**src/rtl/lc_companion_integrator.sv**
```systemverilog
// -----------------------------------------------------------------------------
// lc_companion_integrator
//
// Purpose:
//   Fixed-point history-current engine for the reactive (L/C) companion models
//   of the circuit simulator. One signed history current is held per channel.
//   Each time step every channel is updated serially through one shared signed
//   multiplier:
//      inductor  : I <= I + v*g
//      capacitor : I <= -I + v*g
//   Results are saturated to the W-bit range, never wrapped.
//
// Parameters:
//   W        word width of v, g and history (signed two's complement)
//   FRAC     fractional bits, Q(W-FRAC).FRAC, 0 < FRAC < W
//   N        number of channels (>= 1)
//   CAP_MASK bit k = 1 -> channel k is a capacitor, 0 -> inductor
//
// Ports:
//   clk       in   rising-edge clock
//   rst_n     in   asynchronous active-low reset
//   step      in   start one time-step sweep (accepted only when idle)
//   clear     in   zero all histories (honoured only when idle, beats step)
//   v_in      in   N*W per-channel voltage, channel k at [k*W +: W]
//   g_in      in   N*W per-channel coefficient, same packing
//   busy      out  high from step acceptance to the end of the DONE state
//   done      out  one-cycle pulse once all N histories are written
//   hist_out  out  N*W registered history currents, channel k at [k*W +: W]
// -----------------------------------------------------------------------------
module lc_companion_integrator #(
   parameter int            W        = 16,
   parameter int            FRAC     = 8,
   parameter int            N        = 4,
   parameter logic [N-1:0]  CAP_MASK = '0
) (
   input  logic             clk,
   input  logic             rst_n,
   input  logic             step,
   input  logic             clear,
   input  logic [N*W-1:0]   v_in,
   input  logic [N*W-1:0]   g_in,
   output logic             busy,
   output logic             done,
   output logic [N*W-1:0]   hist_out
);

   localparam int             CW      = (N > 1) ? $clog2(N) : 1;
   localparam logic [CW-1:0]  LAST_CH = CW'(N - 1);

   // Saturation limits of a W-bit history word.
   localparam logic signed [W-1:0] H_MAX = {1'b0, {(W-1){1'b1}}};
   localparam logic signed [W-1:0] H_MIN = {1'b1, {(W-1){1'b0}}};

   typedef enum logic [1:0] {
      S_IDLE = 2'd0,
      S_MUL  = 2'd1,
      S_ACC  = 2'd2,
      S_DONE = 2'd3
   } state_t;

   state_t                 r_state;
   state_t                 w_state_next;
   logic [CW-1:0]          r_ch;
   logic [CW-1:0]          w_ch_next;

   logic signed [W-1:0]    r_v_snap [N];
   logic signed [W-1:0]    r_g_snap [N];
   logic signed [W-1:0]    r_hist   [N];
   logic signed [2*W-1:0]  r_prod;

   logic                   w_accept;
   logic                   w_clear;
   logic [N-1:0]           w_wr_en;

   logic signed [W-1:0]    w_v_sel;
   logic signed [W-1:0]    w_g_sel;
   logic signed [W-1:0]    w_hist_sel;
   logic                   w_is_cap;
   logic signed [2*W-1:0]  w_shift;
   logic                   w_shift_fits;
   logic signed [W+1:0]    w_s;
   logic signed [W-1:0]    w_base;
   logic signed [W+1:0]    w_sum;
   logic                   w_sum_fits;
   logic signed [W-1:0]    w_sat;

   // ------------------------------------------------------------------------
   // Handshake decode
   // ------------------------------------------------------------------------
   assign w_accept = (r_state == S_IDLE) && step && !clear;
   assign w_clear  = (r_state == S_IDLE) && clear;

   assign busy = (r_state != S_IDLE);
   assign done = (r_state == S_DONE);

   // ------------------------------------------------------------------------
   // FSM: IDLE -> MUL -> ACC -> (MUL | DONE) -> IDLE
   // ------------------------------------------------------------------------
   always_ff @(posedge clk or negedge rst_n) begin
      if (!rst_n) begin
         r_state <= S_IDLE;
         r_ch    <= '0;
      end else begin
         r_state <= w_state_next;
         r_ch    <= w_ch_next;
      end
   end

   always_comb begin
      w_state_next = r_state;
      w_ch_next    = r_ch;
      case (r_state)
         S_IDLE: begin
            if (w_accept) begin
               w_state_next = S_MUL;
               w_ch_next    = '0;
            end
         end
         S_MUL: begin
            w_state_next = S_ACC;
         end
         S_ACC: begin
            if (r_ch == LAST_CH) begin
               w_state_next = S_DONE;
            end else begin
               w_state_next = S_MUL;
               w_ch_next    = r_ch + CW'(1);
            end
         end
         S_DONE: begin
            w_state_next = S_IDLE;
         end
         default: begin
            w_state_next = S_IDLE;
            w_ch_next    = '0;
         end
      endcase
   end

   // ------------------------------------------------------------------------
   // Input snapshot: v/g are frozen at acceptance so the sweep is immune to
   // changes on v_in/g_in while busy.
   // ------------------------------------------------------------------------
   always_ff @(posedge clk or negedge rst_n) begin
      if (!rst_n) begin
         for (int k = 0; k < N; k++) begin
            r_v_snap[k] <= '0;
            r_g_snap[k] <= '0;
         end
      end else if (w_accept) begin
         for (int k = 0; k < N; k++) begin
            r_v_snap[k] <= v_in[k*W +: W];
            r_g_snap[k] <= g_in[k*W +: W];
         end
      end
   end

   // ------------------------------------------------------------------------
   // Shared multiplier (MUL state)
   // ------------------------------------------------------------------------
   assign w_v_sel = r_v_snap[r_ch];
   assign w_g_sel = r_g_snap[r_ch];

   always_ff @(posedge clk or negedge rst_n) begin
      if (!rst_n) begin
         r_prod <= '0;
      end else if (r_state == S_MUL) begin
         r_prod <= $signed({{W{w_v_sel[W-1]}}, w_v_sel}) *
                   $signed({{W{w_g_sel[W-1]}}, w_g_sel});
      end
   end

   // ------------------------------------------------------------------------
   // Accumulate (ACC state)
   // ------------------------------------------------------------------------
   // Arithmetic shift: truncation toward -inf.
   assign w_shift = r_prod >>> FRAC;

   // Clamp the shifted product into [-2^W, 2^W-1] and carry it at W+2 bits.
   // Any magnitude beyond that already saturates the final result for every
   // possible base, so the clamp never changes the saturated outcome while it
   // prevents a large product from wrapping.
   assign w_shift_fits = (&w_shift[2*W-1:W]) | ~(|w_shift[2*W-1:W]);

   always_comb begin
      w_s = {w_shift[W], w_shift[W:0]};
      if (!w_shift_fits) begin
         w_s = w_shift[2*W-1] ? {2'b11, {W{1'b0}}} : {2'b00, {W{1'b1}}};
      end
   end

   assign w_hist_sel = r_hist[r_ch];
   assign w_is_cap   = CAP_MASK[r_ch];

   // Capacitor base is the negated history; negating the most negative word
   // saturates to the most positive one.
   always_comb begin
      w_base = w_hist_sel;
      if (w_is_cap) begin
         w_base = (w_hist_sel == H_MIN) ? H_MAX : -w_hist_sel;
      end
   end

   assign w_sum      = {{2{w_base[W-1]}}, w_base} + w_s;
   // Result fits in W bits when the top three bits agree.
   assign w_sum_fits = (&w_sum[W+1:W-1]) | ~(|w_sum[W+1:W-1]);

   always_comb begin
      w_sat = w_sum[W-1:0];
      if (!w_sum_fits) begin
         w_sat = w_sum[W+1] ? H_MIN : H_MAX;
      end
   end

   // ------------------------------------------------------------------------
   // History registers: each word only moves on its own ACC write or clear.
   // ------------------------------------------------------------------------
   generate
      for (genvar gi = 0; gi < N; gi++) begin : g_wr
         assign w_wr_en[gi] = (r_state == S_ACC) && (r_ch == CW'(gi));
      end
   endgenerate

   always_ff @(posedge clk or negedge rst_n) begin
      if (!rst_n) begin
         for (int k = 0; k < N; k++) begin
            r_hist[k] <= '0;
         end
      end else begin
         for (int k = 0; k < N; k++) begin
            if (w_clear) begin
               r_hist[k] <= '0;
            end else if (w_wr_en[k]) begin
               r_hist[k] <= w_sat;
            end
         end
      end
   end

   generate
      for (genvar gi = 0; gi < N; gi++) begin : g_out
         assign hist_out[gi*W +: W] = r_hist[gi];
      end
   endgenerate

endmodule

```
**config.mk**
```make
export PLATFORM = sky130hd
export DESIGN_NAME = lc_companion_integrator
export DESIGN_NICKNAME = d
export VERILOG_FILES = /design/src/rtl/lc_companion_integrator.sv
export SDC_FILE = /design/constraint.sdc
export NUM_CORES = 1
export LEC_CHECK = 0
export ABC_AREA = 0
export CAP_MARGIN = 20
export CORE_UTILIZATION = 60
export DETAILED_ROUTE_END_ITERATION = 6
export DONT_BUFFER_PORTS = 1
export GPL_TIMING_DRIVEN = 0
export PLACE_DENSITY = 0.76
export SLEW_MARGIN = 15
export SYNTH_ARGS = -nofsm -noshare
export SYNTH_HDL_FRONTEND = slang
export SYNTH_SLANG_ARGS = --single-unit
```
**constraint.sdc**
```tcl
create_clock -name clk -period 9.4 [get_ports clk]
set_input_delay 0.47 -clock clk [delete_from_list [all_inputs] [get_ports clk]]
set_output_delay 0.47 -clock clk [all_outputs]
set_load 0.01 [all_outputs]
```
* Word-level counts from Yosys, hierarchy flattened
Index checks and enable logic that the tools add are counted.
** Storage, ports and cells
- Register bits :: 228
- Bits of input ports :: 132
** Operators by class
- $add $sub $neg :: 3
- $mul :: 1
- Magnitude comparators :: 2
- Eq/ne operators :: 9
- Mux-type cells :: 31
- Bitwise operators :: 5
- Reduce and logical (&&, ||, !) cells :: 21
** Operators with widths (count)
- 16-bit two-way mux :: 18
- 16-bit binary-select mux with 2-bit select :: 3
- 18-bit two-way mux :: 2
- 16-bit by 16-bit multiplier with 32-bit output :: 1
- 18-bit adder :: 1
- 16-bit equality test (second input constant) :: 1
- 16-bit negator :: 1
- 2-bit nonzero test :: 6
- 2-bit equality test (second input constant) :: 4
- 2-bit two-way mux :: 4
- 2-bit one-hot mux with 4 select lines :: 1
- 8-bit AND reduction :: 1
- 8-bit OR reduction :: 1
- 1-bit logical AND :: 7
- 3-bit AND reduction :: 2
- 2-bit by 1-bit equality test with 1-bit output (second input constant) :: 2
- 2-bit zero test :: 2
- 2-bit inequality test (second input constant) :: 2
- 2-bit one-hot mux with 2 select lines :: 1
- 3-bit >= comparator (second input constant) :: 1
- 2-bit by 3-bit < comparator with 1-bit output (second input constant) :: 1
- 2-bit inverter with 3-bit output :: 1
- 3-bit OR reduction :: 1
- 2-bit by 1-bit adder with 2-bit output (second input constant) :: 1
- other kinds (5) :: 7

* Logic depth before layout (Yosys ltp)
Gate-level depths: netlist of the first run.
- Depth after elaboration :: 14
- Depth in mapped cells :: 30
- Gate-level depth less buffers :: 26

* Worst setup path after synthesis of the first run
Ideal clock, no wire load.
- Kind :: register to register
- Start point :: register r_ch[0]
- End point :: register r_prod[31]
- Library setup time :: 0.131 ns
- Arrival :: 7.375 ns
- Path slack :: 1.895 ns
- Stages on the path, launching flop included :: 29
- Path buffers :: 4
- Clock period less this slack :: 7.505 ns
- Path through :: dfrtp_1 > buf_6 > clkbuf_1 > clkbuf_1 > mux2i_1 > nand2_1 > o21ai_0 > clkbuf_1 > nor2_1 > fa_1 > inv_1 > fa_1 > fa_1 > inv_1 > fa_1 > fa_1 > inv_1 > fa_1 > inv_1 > ha_1 > and4_1 > and3_1 > nand3_1 > or4_1 > nand4_1 > a21oi_1 > o41ai_2 > xnor2_1 > o21ai_1
** Between the ends
- Cells in the longest elaborated chain, start to end :: 5
- Elaborated cells between the ends (all ways) :: 8
- Classes of those cells :: 1 x mul; 6 x mux; 1 x bitwise
** Ends and longest elaborated chain
- start, declared :: line 63 : logic [CW-1:0] r_ch;
- start signal, assigned :: line 105 : r_ch <= w_ch_next;
- 2-bit inverter with 3-bit output (not written as such) * :: line 161, 162
- 16-bit binary-select mux with 2-bit select (on tied branches) :: line 161, 162
- 16-bit two-way mux (on tied branches) (2 in a row) :: line 161, 162
- 16-bit by 16-bit multiplier with 32-bit output * :: line 168 : r_prod <= $signed({{W{w_v_sel[W-1]}}, w_v_sel}) *
- end signal, assigned :: line 168
- end, declared :: line 69 : logic signed [2*W-1:0] r_prod;
Mark *: on every way between the ends. The rest lies on a longest branch, timed or not. The select of a mux whose other input is x is not followed.
A chain may end at the register's enable or synchronous reset.

* Worst setup path in the final report of the first run
Ends and elaborated chain as after synthesis.

==> results.yml, run 1 <==
critical_path:
  crit_path_cell_trace: "buf_6 > clkbuf_1 > mux2_2 > o21ai_1 > clkbuf_1 > nor2_1 > fa_1 > fa_1 > fa_1 > fa_1 > fa_1 > inv_1 > fa_1 > inv_1 > ha_1 > and4_1 > and3_1 > nand3_1 > or4_1 > nand4_1 > a21oi_1 > o41ai_2 > xnor2_1 > o21ai_1"
  crit_type: "register to register"
  slowest_delay_ns: 0.79
  cp-start-kind: "register"
  critPathBufInv: 5
  worstReg2RegStart: "r_ch[0]"
  cpMaxStageDelayCell: "o21ai_1"
  cpLargestDelayFamily: "adder cells"
  worstPathRequired_ns: 9.79
  endpoint: "r_prod[31]"
  cp.arrival_ns: 9.17
  reg2reg_slack_ns: 0.63
  critPathCaptureType: "register"
  crit_path_frequent_cell: "fa_1"
  timing.rr.end: "r_prod[31]"
  cp_max_fo: 10
  rr_worst_depth: 24
  crit_start: "r_ch[0]"
  path_depth: 24
sta:
  final-hold-violation-count: 0
  finalSetupTns_ns: 0
  worst_pin_slew_ns: 1.173
  clock_skew_ns: 0.02866
  timing.final.max_slew_violations: 0
  fin_crit_sh_pct: 93.35
  fin_crit_ns: 8.775
  rsz0062_at_grt: "false"
  setup_viol: 0
  fmax_ghz: 0.1140
  maxSlewHeadroom_pct: 21.27
yosys:
  synth_area_leader_cell: "dfrtp_1"
  synth-edff-count: 0
  ys.warnings.count: 0
  synth_top_area_share_pct: 26.83
  ys_top_cells_by_area: "dfrtp_1 27%, fa_1 26%, mux2_2 8.3%"
  ys_seq_area_share_pct: 26.83
  netlist_instances: 1996
  syn_area_mm2: 0.02052
  synth.distinct_cells: 69
  synth_ff_type: "dfrtp_1"
  avgSynthCellArea_um2: 10.28
  synth-async-reset-ratio_pct: 100.0
  syn_nets: 2490
  ys_ff_latch: 220
clock_tree:
  clock_latency_ns: 0.55
  cts_tree: "built"
  ctsLongestPathBuffers: 3
  post_cts_buffers: 0
  cts_root_buf: "clkbuf_16"
  cts.sinks: 220
  cts_inserted_buffers: 24
  cts_max_level: 1
  path_clk_slew_ns: 0.07
flow_run:
  drv_cap: 0
global_route:
  antenna_found_initial: 4
  grt_overflow: 0
  grt_pass1_wl_um: 90380
  grt_pass1_vias: 16029
  grt_usage_pct: 33.56
  grt_max_degree: 221
floorplan:
  die_area_mm2: 0.03494
  core_area_mm2: 0.03362
  die_x_um: 186.9
  die_h_um: 186.9
  boundaryPins: 198
  start_util_pct: 61.04
  rows: 67
detailed_routing:
  ant_nets: 0
  drt_iter0_drc: 1196
  wl_per_cell_um: 22.84
  viasPerCell: 6.047
  firstDrtPassIters: 7
  vias: 15068
  drt-total-wl_um: 56910
  drc: 0
worst_hold_path:
  worstHoldPathType: "input port to register"
finish:
  area_growth_pct: 7.055
  fin_nets: 2519
  drive_gt1_share_pct: 12.30
place:
  dp_hpwl_um: 45530
  place.gp.congestion: 0.9569
  io_buffers: 0
outcome:
  outcome: "completed"
-- routing by layer --
metal / vias to the layer above / share of wire, % / GRT usage [%]
met2: 734 / 47 / 55.50
met5: - / 0.042 / 0
li1: 6622 / - / -
met1: 7546 / 39 / 42.87
met3: 162 / 9.0 / 7.992
met4: 4 / 4.4 / 13.15
-- how the worst min path moves through the flow --
stage,slack [ns],start,to,cells past startpoint
2_1_floorplan,0.17,rst_n,hist_out[0],0
3_3_place_gp,0.18,rst_n,hist_out[8],0
3_5_place_dp,0.18,rst_n,hist_out[8],0
4_1_cts,0.05,v_in[9],r_v_snap[57],1
5_1_grt,0.06,v_in[9],r_v_snap[57],1
6_report,0.07,v_in[9],r_v_snap[57],1
-- synth_stat cells, types with 7 or more instances --
master / n
and2_1: 34
dfrtp_1: 220
a211oi_1: 9
ha_1: 100
clkbuf_1: 80
inv_1: 302
mux4_2: 26
fa_1: 262
o21a_1: 20
nor3_1: 7
a32oi_1: 43
a21oi_1: 34
xnor2_1: 29
o21bai_1: 7
mux2_2: 152
nor2_1: 136
nand2b_1: 15
o21ai_1: 30
a22oi_1: 7
nor2b_1: 7
xor2_1: 16
mux2i_1: 24
o21ai_0: 98
a21o_1: 14
nand2_1: 214
nand3_1: 12
-- placed cells by master, fill, tap and decap left out, types with 29 or more instances in the layout --
master	synthesis	routed
ha_1	100	100
mux2_2	152	152
nor2_1	136	136
xnor2_1	29	29
o21ai_1	30	31
a32oi_1	43	43
clkbuf_1	80	83
dfrtp_1	220	220
fa_1	262	262
inv_1	302	302
o21ai_0	98	97
a21oi_1	34	34
and2_1	34	34
nand2_1	214	214
-- flip-flops by register name, summed over array words and instances (netlist names) --
signal and flops:
hist_out 64, r_g_snap 64, r_v_snap 64, r_prod 24, r_ch 2, r_state 2
-- cell families after synthesis --
kind of cell	synth area share, %
mux	12.49
fa+ha+maj	31.66
simple gates	9.531
xor+xnor	1.921
buf+inv	7.610
compound gates	9.952
flops	26.83
-- layout make-up --
| cell class | instances | area (um2) |
|---|---|---|
| Sequential cell | 220 | 5505 |
| Tap cell | 448 | 560.5 |
| Clock inverter | 8 | 132.6 |
| Inverter | 302 | 1134 |
| Antenna cell | 3 | 7.507 |
| Multi-Input combinational cell | 1372 | 13450 |
| Clock buffer | 34 | 678.2 |
| Timing Repair Buffer | 3 | 65.06 |
| Buffer | 102 | 431.7 |
| Fill cell | 2683 | 11650 |
-- through the flow --
stage / area (um2) / utilization [%] / std cells / worst slack (ns) / hold WS (ns)
after floorplan: 20520 / - / 1996 / 1.895 / 0.1744
after global placement: 21080 / 62.71 / 2444 / 0.3618 / 0.1781
after detailed placement: 21080 / 62.71 / 2444 / 0.2820 / 0.1783
after CTS: 21920 / 65.20 / 2487 / 0.2733 / 0.05490
after global routing: 21960 / 65.33 / 2490 / 0.09927 / 0.05776
final: 21970 / 65.34 / 2492 / 0.6253 / 0.06883
-- timing repair --
action,in CTS,in global routing
setup endpoints to repair,0,9
hold endpoints to repair,220,65
hold buffers,1,1
resized for setup,0,8
Power of run 1 is left out: the tool's default activity adds up to more than one toggle a clock period on the data nets, which glitch-free logic cannot reach.
==> run 2: changes to the inputs <==
--- a/config.mk
+++ b/config.mk
@@ -7,11 +7,11 @@
 export LEC_CHECK = 0
 export ABC_AREA = 0
 export CAP_MARGIN = 20
-export CORE_UTILIZATION = 60
+export CORE_UTILIZATION = 56
 export DETAILED_ROUTE_END_ITERATION = 6
 export DONT_BUFFER_PORTS = 1
 export GPL_TIMING_DRIVEN = 0
-export PLACE_DENSITY = 0.76
+export PLACE_DENSITY = 0.71
 export SLEW_MARGIN = 15
 export SYNTH_ARGS = -nofsm -noshare
 export SYNTH_HDL_FRONTEND = slang
==> run 2 against run 1 <==
Net effect:
- the flow now finishes with violations (design-rule violations)
- sequential share of layout area is essentially flat
- core utilization is 4.1 points lower
- cell count grew 0.32%
- wire length rose by 3.4%
- via count about the same
- critical path type unchanged
==> results.yml, run 2 (synthesized netlist as in run 1, its figures left out) <==
detailed_routing:
  ant_nets: 0
  viasPerCell: 6.024
  wl_per_cell_um: 23.53
  drt-total-wl_um: 58820
  drt_iter0_drc: 1186
  vias: 15059
  drc: 24
  firstDrtPassIters: 7
floorplan:
  die_area_mm2: 0.03741
  die_h_um: 193.4
  core_area_mm2: 0.03583
  die_x_um: 193.4
  rows: 69
  start_util_pct: 57.27
  boundaryPins: 198
sta:
  worst_pin_slew_ns: 1.142
  fmax_ghz: 0.1134
  maxSlewHeadroom_pct: 23.09
  rsz0062_at_grt: "false"
  clock_skew_ns: 0.007414
  final-hold-violation-count: 0
  hold_ws_ns: 0.08459
  fin_crit_ns: 8.819
  setup_viol: 0
  fin_crit_sh_pct: 93.82
  finalSetupTns_ns: 0
  timing.final.max_slew_violations: 0
outcome:
  violations: "design-rule violations"
  outcome: "complete, but fails checks"
clock_tree:
  path_clk_slew_ns: 0.06
  cts_max_level: 1
  ctsLongestPathBuffers: 3
  cts_root_buf: "clkbuf_16"
  cts_inserted_buffers: 25
  cts_tree: "built"
  cts.sinks: 220
  clock_latency_ns: 0.53
critical_path:
  cp_max_fo: 10
  cp-start-kind: "register"
  critPathCaptureType: "register"
  cp.arrival_ns: 9.21
  crit_type: "register to register"
  worstPathRequired_ns: 9.79
place:
  dp_hpwl_um: 47240
  io_buffers: 0
  place.gp.congestion: 0.9828
  dp.cells: 2457
global_route:
  antenna_found_initial: 3
  grt_pass1_wl_um: 93010
  grt_usage_pct: 32.49
  grt_pass1_vias: 16097
  grt_overflow: 0
  grt_max_degree: 221
finish:
  fin_nets: 2520
  final_cell_mix: "302 x inv_1, 262 x fa_1, 220 x dfrtp_1, 214 x nand2_1, 152 x mux2_2"
  mostFrequentLayoutCell: "inv_1"
  area_growth_pct: 6.897
  drive_gt1_share_pct: 12.27
  post_layout_nonfiller_instances: 2500
worst_hold_path:
  worstHoldPathType: "input port to register"
flow_run:
  drv_cap: 0
-- run 2: metal layers --
layer  part of all wire, %  wire length [um]  vias up  track usage [%]
met3                   9.7              5682      150            8.944
met2                    47             27710      672            54.41
met1                    39             23030     7621            40.27
li1                      -                 -     6612                -
met5                 0.058                34        -                0
met4                   4.0              2355        4            12.15
-- run 2: final cells by class --
| cell class | count | area [um2] |
|---|---|---|
| diodes | 1 | 2.502 |
| plain buffers | 102 | 431.7 |
| clock buffers | 32 | 681.9 |
| clock inverters | 7 | 85.08 |
| fillers | 2977 | 13890 |
| inverters | 302 | 1134 |
| multi-input cells | 1372 | 13450 |
| flip-flops and latches | 220 | 5505 |
| well taps | 461 | 576.8 |
| repair buffers | 3 | 65.06 |
-- run 2: path summary, 6_finish.rpt --
| kind | from | cells after the start | slack, ns | end |
|---|---|---|---|---|
| max in group asynchronous | rst_n | 3 | 7.83 | r_g_snap[42] |
| setup / recovery | r_ch[0] | 27 | 0.58 | r_prod[30] |
| hold reg to reg | r_prod[9] | 2 | 0.48 | r_prod[9] |
| hold / removal | g_in[22] | 1 | 0.08 | r_g_snap[38] |
| min in group asynchronous | rst_n | 2 | 0.52 | hist_out[56] |
| setup reg to reg | r_ch[0] | 27 | 0.58 | r_prod[30] |
-- run 2: timing repair --
| action | CTS | global route |
|---|---|---|
| hold buffers | 1 | 1 |
| buffers inserted | 0 | 0 |
| hold endpoints to repair | 220 | 101 |
| endpoints found under the setup margin | 0 | 8 |
| gates resized for setup | 0 | 8 |
-- run 2: critical path: stages (launching register included) --
cell       delay (ns)
dfrtp_1          0.56
buf_6            0.23
clkbuf_1         0.59
clkbuf_2         0.52
mux2i_1          0.16
nand2_1          0.11
o21a_1           0.12
clkbuf_1         0.68
nand2_1          0.19
fa_1             0.56
fa_1             0.59
fa_1             0.45
fa_1             0.60
inv_1            0.06
fa_1             0.47
inv_1            0.04
fa_1             0.47
inv_1            0.04
ha_1             0.34
a21o_1           0.21
a21oi_1          0.21
o21ai_0          0.19
o21bai_1         0.24
nand3_1          0.20
a2111oi_0        0.42
nor2_1           0.11
xnor2_1          0.18
o21ai_0          0.10
-- run 2: per-stage QoR --
step | instance area [um2] | utilization (%) | worst slack [ns]
2_1_floorplan | 20520 | - | 1.895
3_3_place_gp | 21100 | 58.88 | 0.2337
3_5_place_dp | 21100 | 58.88 | 0.1241
4_1_cts | 21890 | 61.10 | 0.1087
5_1_grt | 21930 | 61.21 | 0.02792
6_report | 21930 | 61.22 | 0.5811
Power of run 2 is left out for the same reason.
